$ cat src/rtl/register_file_if.sv
// Decode-stage register file bus: two read ports with use qualifiers,
// the issue (destination reservation) port, the writeback port, and the
// scoreboard status returned to decode.
interface register_file_if #(
    parameter int WIDTH  = 32,
    parameter int ADDR_W = 5
);
    logic [ADDR_W-1:0] readAddr1;
    logic [ADDR_W-1:0] readAddr2;
    logic              readUse1;
    logic              readUse2;
    logic [WIDTH-1:0]  readData1;
    logic [WIDTH-1:0]  readData2;
    logic              busy1;
    logic              busy2;
    logic              stall;
    logic              issueEn;
    logic [ADDR_W-1:0] issueAddr;
    logic              writeEn;
    logic [ADDR_W-1:0] writeAddr;
    logic [WIDTH-1:0]  writeData;
    logic [ADDR_W:0]   pendingCount;

    // Decoder / pipeline side: drives addresses, issue and writeback
    modport master (
        output readAddr1, readAddr2, readUse1, readUse2,
        output issueEn, issueAddr,
        output writeEn, writeAddr, writeData,
        input  readData1, readData2, busy1, busy2, stall, pendingCount
    );

    // Register file side
    modport slave (
        input  readAddr1, readAddr2, readUse1, readUse2,
        input  issueEn, issueAddr,
        input  writeEn, writeAddr, writeData,
        output readData1, readData2, busy1, busy2, stall, pendingCount
    );
endinterface

$ cat src/rtl/register_file.sv
// Two-read, one-write register file with a per-register pending-write
// scoreboard. Register 0 reads as zero and is never pending.
// Optional macro REGFILE_BYPASS_EN forwards a same-cycle writeback to the
// read ports (data and busy); without it, reads come only from storage.
module register_file #(
    parameter int WIDTH  = 32,
    parameter int ADDR_W = 5
) (
    input logic            clock,
    input logic            rst,
    register_file_if.slave bus
);
    localparam int DEPTH = 1 << ADDR_W;

`ifdef REGFILE_BYPASS_EN
    localparam bit BypassEn = 1'b1;
`else
    localparam bit BypassEn = 1'b0;
`endif

    logic [WIDTH-1:0] mem [DEPTH];
    logic [DEPTH-1:0] pending;
    logic [DEPTH-1:0] pendingNext;
    logic [ADDR_W:0]  countNext;
    logic [ADDR_W:0]  pendingCount;
    logic [WIDTH-1:0] rd1;
    logic [WIDTH-1:0] rd2;
    logic             b1;
    logic             b2;

    // Storage array: cleared on reset, writes to register 0 are dropped
    always_ff @(posedge clock or posedge rst) begin
        if (rst) begin
            for (int i = 0; i < DEPTH; i++) begin
                mem[i] <= '0;
            end
        end else if (bus.writeEn && bus.writeAddr != '0) begin
            mem[bus.writeAddr] <= bus.writeData;
        end
    end

    // Next pending vector: writeback clears, a same-edge issue wins over it
    always_comb begin
        pendingNext = pending;
        if (bus.writeEn) begin
            pendingNext[bus.writeAddr] = 1'b0;
        end
        if (bus.issueEn) begin
            pendingNext[bus.issueAddr] = 1'b1;
        end
        pendingNext[0] = 1'b0;
    end

    // Population count of the next vector so the registered count is never stale
    always_comb begin
        countNext = '0;
        for (int i = 0; i < DEPTH; i++) begin
            countNext = countNext + {{ADDR_W{1'b0}}, pendingNext[i]};
        end
    end

    // Scoreboard bits and their count advance together
    always_ff @(posedge clock or posedge rst) begin
        if (rst) begin
            pending      <= '0;
            pendingCount <= '0;
        end else begin
            pending      <= pendingNext;
            pendingCount <= countNext;
        end
    end

    // Read port 1: storage and pending bit, optionally overridden by writeback
    always_comb begin
        rd1 = mem[bus.readAddr1];
        b1  = pending[bus.readAddr1];
        if (bus.readAddr1 == '0) begin
            rd1 = '0;
            b1  = 1'b0;
        end else if (BypassEn && bus.writeEn && bus.writeAddr == bus.readAddr1) begin
            rd1 = bus.writeData;
            b1  = bus.issueEn && bus.issueAddr == bus.readAddr1;
        end
    end

    // Read port 2: same behaviour as port 1
    always_comb begin
        rd2 = mem[bus.readAddr2];
        b2  = pending[bus.readAddr2];
        if (bus.readAddr2 == '0) begin
            rd2 = '0;
            b2  = 1'b0;
        end else if (BypassEn && bus.writeEn && bus.writeAddr == bus.readAddr2) begin
            rd2 = bus.writeData;
            b2  = bus.issueEn && bus.issueAddr == bus.readAddr2;
        end
    end

    assign bus.readData1    = rd1;
    assign bus.readData2    = rd2;
    assign bus.busy1        = b1;
    assign bus.busy2        = b2;
    assign bus.stall        = (bus.readUse1 & b1) | (bus.readUse2 & b2);
    assign bus.pendingCount = pendingCount;
endmodule

$ cat src/flat_wrapper.sv
// flat-port wrapper written by rule: the top's interface ports become plain ports
module register_file_flat 
#(
    parameter int WIDTH  = 32,
    parameter int ADDR_W = 5
)
  (clock, rst, bus_readAddr1, bus_readAddr2, bus_readUse1, bus_readUse2, bus_issueEn, bus_issueAddr, bus_writeEn, bus_writeAddr, bus_writeData, bus_readData1, bus_readData2, bus_busy1, bus_busy2, bus_stall, bus_pendingCount);
  register_file_if #(.WIDTH(WIDTH), .ADDR_W(ADDR_W)) bus_i ();
  input logic clock;
  input logic rst;
  input wire logic [$bits(bus_i.readAddr1)-1:0] bus_readAddr1;
  input wire logic [$bits(bus_i.readAddr2)-1:0] bus_readAddr2;
  input wire logic [$bits(bus_i.readUse1)-1:0] bus_readUse1;
  input wire logic [$bits(bus_i.readUse2)-1:0] bus_readUse2;
  input wire logic [$bits(bus_i.issueEn)-1:0] bus_issueEn;
  input wire logic [$bits(bus_i.issueAddr)-1:0] bus_issueAddr;
  input wire logic [$bits(bus_i.writeEn)-1:0] bus_writeEn;
  input wire logic [$bits(bus_i.writeAddr)-1:0] bus_writeAddr;
  input wire logic [$bits(bus_i.writeData)-1:0] bus_writeData;
  output wire logic [$bits(bus_i.readData1)-1:0] bus_readData1;
  output wire logic [$bits(bus_i.readData2)-1:0] bus_readData2;
  output wire logic [$bits(bus_i.busy1)-1:0] bus_busy1;
  output wire logic [$bits(bus_i.busy2)-1:0] bus_busy2;
  output wire logic [$bits(bus_i.stall)-1:0] bus_stall;
  output wire logic [$bits(bus_i.pendingCount)-1:0] bus_pendingCount;
  assign bus_i.readAddr1 = bus_readAddr1;
  assign bus_i.readAddr2 = bus_readAddr2;
  assign bus_i.readUse1 = bus_readUse1;
  assign bus_i.readUse2 = bus_readUse2;
  assign bus_i.issueEn = bus_issueEn;
  assign bus_i.issueAddr = bus_issueAddr;
  assign bus_i.writeEn = bus_writeEn;
  assign bus_i.writeAddr = bus_writeAddr;
  assign bus_i.writeData = bus_writeData;
  assign bus_readData1 = bus_i.readData1;
  assign bus_readData2 = bus_i.readData2;
  assign bus_busy1 = bus_i.busy1;
  assign bus_busy2 = bus_i.busy2;
  assign bus_stall = bus_i.stall;
  assign bus_pendingCount = bus_i.pendingCount;
  register_file #(.WIDTH(WIDTH), .ADDR_W(ADDR_W)) u_core (.clock(clock), .rst(rst), .bus(bus_i));
endmodule
$ cat config.mk
export PLATFORM = sky130hd
export DESIGN_NAME = register_file_flat
export DESIGN_NICKNAME = d
export VERILOG_FILES = /design/src/rtl/register_file_if.sv /design/src/rtl/register_file.sv /design/src/flat_wrapper.sv
export SDC_FILE = /design/constraint.sdc
export NUM_CORES = 2
export LEC_CHECK = 0
export CAP_MARGIN = 20
export CORE_UTILIZATION = 50
export DETAILED_ROUTE_END_ITERATION = 8
export GPL_ROUTABILITY_DRIVEN = 1
export HOLD_SLACK_MARGIN = 0.06
export MAX_ROUTING_LAYER = met4
export PLACE_DENSITY = 0.71
export SLEW_MARGIN = 10
export SYNTH_ARGS = -nofsm -noshare
export SYNTH_HDL_FRONTEND = slang
export SYNTH_SLANG_ARGS = --single-unit
$ cat constraint.sdc
create_clock -name clock -period 41.9 [get_ports clock]
set_clock_uncertainty 0.2 [all_clocks]
set_input_delay 8.38 -clock clock [delete_from_list [all_inputs] [get_ports clock]]
set_output_delay 8.38 -clock clock [all_outputs]
set_load 0.02 [all_outputs]
---- Yosys cells after proc, flatten, opt, wreduce, memory -nomap -nowiden ----
Index checks and enable logic that the tools add are counted.
word-level totals
  word-level logic and storage cells ...... 113
  register bits after elaboration ......... 1061
  output and inout port bits .............. 73
  input port bits ......................... 58
operators by class
  bitwise gates (word level) .............. 9
  mux-type cells .......................... 23
  reduce and logical (&&, ||, !) cells .... 7
  $add $sub $neg .......................... 30
  order comparisons ....................... 10
operator list
  operator                                                            number
  bitwise mux 1024 bit                                                1
  binary-select mux 32 bit (select 5 bit)                             2
  two-way mux 32 bit                                                  9
  adder 6 x 1 -> 6 bit                                                29
  demux 32 bit (select 5 bit)                                         1
  AND 32 bit                                                          1
  NOT 32 bit                                                          1
  bitwise OR 32 bit                                                   1
  less-than comparator 5 x 6 -> 1 bit (second input constant)         4
  greater-or-equal comparator 6 bit (second input constant)           3
  NOT 5 -> 6 bit                                                      3
  binary-select mux 1 bit (select 5 bit)                              2
  demux 1 bit (select 5 bit)                                          2
  greater-or-equal comparator 5 x 1 -> 1 bit (second input constant)  2
  zero test 5 bit                                                     2
  less-than comparator 6 x 1 -> 1 bit (second input constant)         1
  two-way mux 1 bit                                                   6
  nonzero test 5 bit                                                  1
  logical AND 1 bit                                                   4
  adder 1 x 1 -> 2 bit                                                1
  AND 1 bit                                                           2
  bitwise OR 1 bit                                                    1

---- Longest topological paths before layout ----
  depth in word-level cells ............... 39
  mapped depth ............................ 21
  depth with buffers taken out ............ 20

---- Worst setup path after synthesis ----
Ideal clock, no wire load.
  path kind ............................... input to output
  start ................................... in bus_readAddr2[1]
  end ..................................... out bus_stall
  cell stages on the path ................. 8
  required time ........................... 33320 ps
  slack ................................... 23094 ps
  arrival time ............................ 10226 ps
  path buffers ............................ 2
  cell sequence ........................... buf_2 buf_2 mux2_2 a221oi_1 nor4_1 a31oi_1 o311ai_1 a22o_1
on the way
  longest elaborated chain between the ends .. 5
  elaborated cells on any way between the ends .. 6
  classes of those cells .................. 3 x mux; 2 x bitwise; 1 x reduce/logical
RTL lines
  element                                  RTL line              RTL
  start: declaration                       flat_wrapper.sv:12    input wire logic [$bits(bus_i.readAddr2)-1:0] bus_readAddr2;
  binary-select mux 1 bit (select 5 bit)   register_file.sv:89   b2 = pending[bus.readAddr2];
  two-way mux 1 bit (implied by the code)  register_file.sv:89
  two-way mux 1 bit (*)                    register_file.sv:90   if (bus.readAddr2 == '0) begin
  named net bus_busy2                      flat_wrapper.sv:23    output wire logic [$bits(bus_i.busy2)-1:0] bus_busy2;
  AND 1 bit (*)                            register_file.sv:103  assign bus.stall = (bus.readUse1 & b1) | (bus.readUse2 & b2);
  bitwise OR 1 bit (*)                     register_file.sv:103
  end: declaration                         flat_wrapper.sv:24    output wire logic [$bits(bus_i.stall)-1:0] bus_stall;
The timed path passes the listed nets; every way through them passes the cells marked *. The select of a mux whose other input is x is not followed.

---- Final worst setup path ----
  start ................................... in bus_readAddr2[0]
  end ..................................... out bus_readData2[30]
on the way
  longest elaborated chain between the ends .. 5
  elaborated cells on any way between the ends .. 6
  classes of those cells .................. 4 x mux; 1 x bitwise; 1 x reduce/logical
RTL lines
  element                                                RTL line             RTL
  NOT 5 -> 6 bit (implied by the code)                   register_file.sv:88  rd2 = mem[bus.readAddr2];
  binary-select mux 32 bit (select 5 bit)                register_file.sv:88
  two-way mux 32 bit (implied by the code) (2 in a row)  register_file.sv:88
  two-way mux 32 bit (*)                                 register_file.sv:90
  end: declaration                                       flat_wrapper.sv:21   output wire logic [$bits(bus_i.readData2)-1:0] bus_readData2;
Mark *: on every way between the ends. The rest lies on a longest branch, timed or not. The select of a mux whose other input is x is not followed.

==> impl_results.md <==
- DRT Pass-1 Iters: 5
- Number of flops mapped to enable cells by yosys: 0
- Clock tree from TritonCTS: done
- Multi-input logic area: 28100 sq um
- Ys async rst share: 100%
- Syn Nets: 3684
- Kind of critical path: primary input to output pin
- Clk root buf: clkbuf_16
- Vias: 33600
- Slowest cell on the critical path: buf_4
- Final #Nets: 3606
- Congestion Overflow GR: 0
- CP max FO: 63
- Vias in the first global route: 35100
- CP delay by family, top: buffers and inverters
- Setup Fix Bufs, Post-CTS: 0
- First-pass GRT wire length: 231000 um
- Dpl hpwl: 81800 um
- Synthesis-to-layout area growth: 10.7%
- Cts hold-fix bufs: 0
- Layout Cells excl Fill: 5112
- Final setup TNS: 0 ps
- Crit path time final: 21360 ps
- Leak: 27.2 nW
- Placed cell count: 4891
- Ys flop type: dfrtp_1
- WL/cell: 29.7 um
- Max-slew violations: 0
- Vias per cell: 6.58
- Yosys cell types: 40
- Cell area after synthesis: 56800 sq um
- Clk pin slew, worst setup/hold paths: 60 ps
- Commonest non-fill, non-tap cells in the layout: dfrtp_1, mux2_2, mux4_2
- Top-area cell type share of the netlist area: 46.8%
- Area leader, netlist: dfrtp_1
- IO Count: 131
- Synth warnings: 0
- Starting DRC count in detailed routing: 3090
- Worst path required time: 33320 ps
- Worst slew pin tran: 1130 ps
- Initial antenna violation count: 3
- Fillers: 8737
- FP Rows: 123
- Starting Density: 50.5%
- Clock sink count: 1061
- Max-cap violations: 0
- Largest net degree at the start of global routing: 180
- Core footprint: 112000 sq um
- Mean Syn Cell Area: 15.8 sq um
- Die X-Extent: 339 um
- IO buf count: 130
- Die area: 115000 sq um
- Max-slew headroom: 24.3%
- Commonest non-fill, non-tap cell in the layout: dfrtp_1
- Fmax: 0.0468 GHz
- Slowest stage delay, CP: 870 ps
- Largest cells by area after synthesis: dfrtp_1, mux4_2, mux2_2, nand2_1, clkbuf_1
- Post-Synthesis Cells: 3594
- Inserted Clock Buffers: 113
- Remaining DRCs: 0
- Worst-skew pair later-pin latency: 710 ps
- Crit. End Element: output pin
- Final hold vios: 0
- Clock Path Buffers: 3
- H-tree levels: 3
- FF/Latch Area: 26600 sq um
- #FFs+latches synth: 1061
- DRT antenna net count: 0
- Final setup viols: 0
- Die height: 339 um
- Period utilisation layout: 51.0%
- PostCTS Resize Cnt: 0
- Layout cell share with drive strength beyond 1: 53.2%
- Register area share after synthesis: 46.8%
- CP Buf/Inv Count: 4
- Overall global routing resource usage: 27.8%
- Peak VDD IR: 0.228 mV
- Worst path arrival time: 12780 ps
- Startpoint types: primary input
- Status: completed
- Drt total wl: 152000 um
- Worst-path cell chain: buf_8 > buf_4 > buf_4 > mux4_2 > mux4_2 > nand2_1 > o21ai_1 > clkdlybuf4s50_1
- Unrepaired setup endpoints after global routing: false
- Pwr/cell area: 53.9 nW/um^2
- Worst hold path type: flip-flop to flip-flop
- Routability Congestion: 0.824
[worst paths after layout]
path | startpoint | endpoint | slack [ps] | depth (start not counted)
min in group asynchronous | rst | u_core.mem[970] | 8040 | 2
max | bus_readAddr2[0] | bus_readData2[30] | 20540 | 8
max reg2reg | u_core.pending[1] | u_core.bus.pendingCount[4] | 36410 | 17
min reg2reg | u_core.mem[1005] | u_core.mem[1005] | 190 | 0
max in group asynchronous | rst | u_core.mem[401] | 30360 | 5
min | u_core.mem[1005] | u_core.mem[1005] | 190 | 0
[area by class of cell]
cell class | count | area share, %
well taps | 1500 | 2.99
multi-input cells | 2020 | 44.7
inverters | 116 | 0.713
clock inverters | 44 | 0.844
flip-flops and latches | 1061 | 42.2
clock buffers | 163 | 5.26
diodes | 4 | 0.0159
repair buffers | 204 | 3.21
[worst register-to-register path, stage by stage (launching register included)]
cell	delay, ps
dfrtp_1	400
a22o_1	230
ha_1	310
fa_1	500
inv_1	50
fa_1	460
fa_1	510
inv_1	50
fa_1	480
inv_1	50
fa_1	460
fa_1	510
inv_1	40
ha_1	210
fa_1	450
a21o_1	190
a21oi_1	160
xnor2_1	140
[logic make-up (layout without fill, tap and decap cells)]
| family | count (synthesis) | in the layout | share of synthesized area [%] |
|---|---|---|---|
| multiplexers | 1621 | 1621 | 45.1 |
| other | 0 | 4 | 0 |
| adder cells (fa/ha/maj) | 32 | 32 | 1.01 |
| flip-flops | 1061 | 1061 | 46.8 |
| buffers and inverters | 513 | 527 | 4.01 |
| AO/OA/AOI/OAI | 114 | 114 | 1.25 |
| AND/OR/NAND/NOR | 250 | 250 | 1.87 |
| XOR/XNOR | 3 | 3 | 0.0463 |
[routing by layer]
metal	routed length [um]	track usage, %	vias to the layer above
li1	-	-	13600
met1	64700	39.1	18600
met2	72000	41.7	1229
met5	0	-	-
met3	11300	5.06	225
met4	4080	7.92	0
[cells in the mapped netlist (5+ instances only)]
library cell  count
dfrtp_1        1061
mux2_2          961
mux4_2          652
nand2_1         198
clkbuf_1        188
inv_1           116
buf_1            93
buf_2            70
o21ai_1          65
buf_6            24
fa_1             23
a22o_1           22
buf_4            22
nor2_1           13
nor3b_1          10
ha_1              9
mux2i_1           8
a22oi_1           7
and3b_1           6
a21oi_1           5
[metrics by stage]
stage          hold WS [ps]  power, mW  setup slack [ps]  utilization (%)  cell area (sq um)
3_3_place_gp            176       2.34             20480             52.3              58800
6_report                190       3.39             20540             55.9              62900
3_5_place_dp            183       2.37             20460             52.3              58800
2_1_floorplan           241       2.12              3450                -              56800
5_1_grt                 203       3.57             20260             55.9              62900
4_1_cts                 197       3.41             20460             55.7              62700
[registers in the layout, summed over array words and instances (netlist names)]
name,flops
u_core.pending,31
u_core.mem,1024
u_core.bus.pendingCount,6
[where the power goes]
group          switching [mW]  leakage [nW]  internal (mW)  total [mW]
clock                   0.425          1.90          0.609        1.03
sequential              0.140          13.6           1.23        1.37
combinational           0.419          11.7          0.560       0.979
Power figures use the tool's default switching activity.
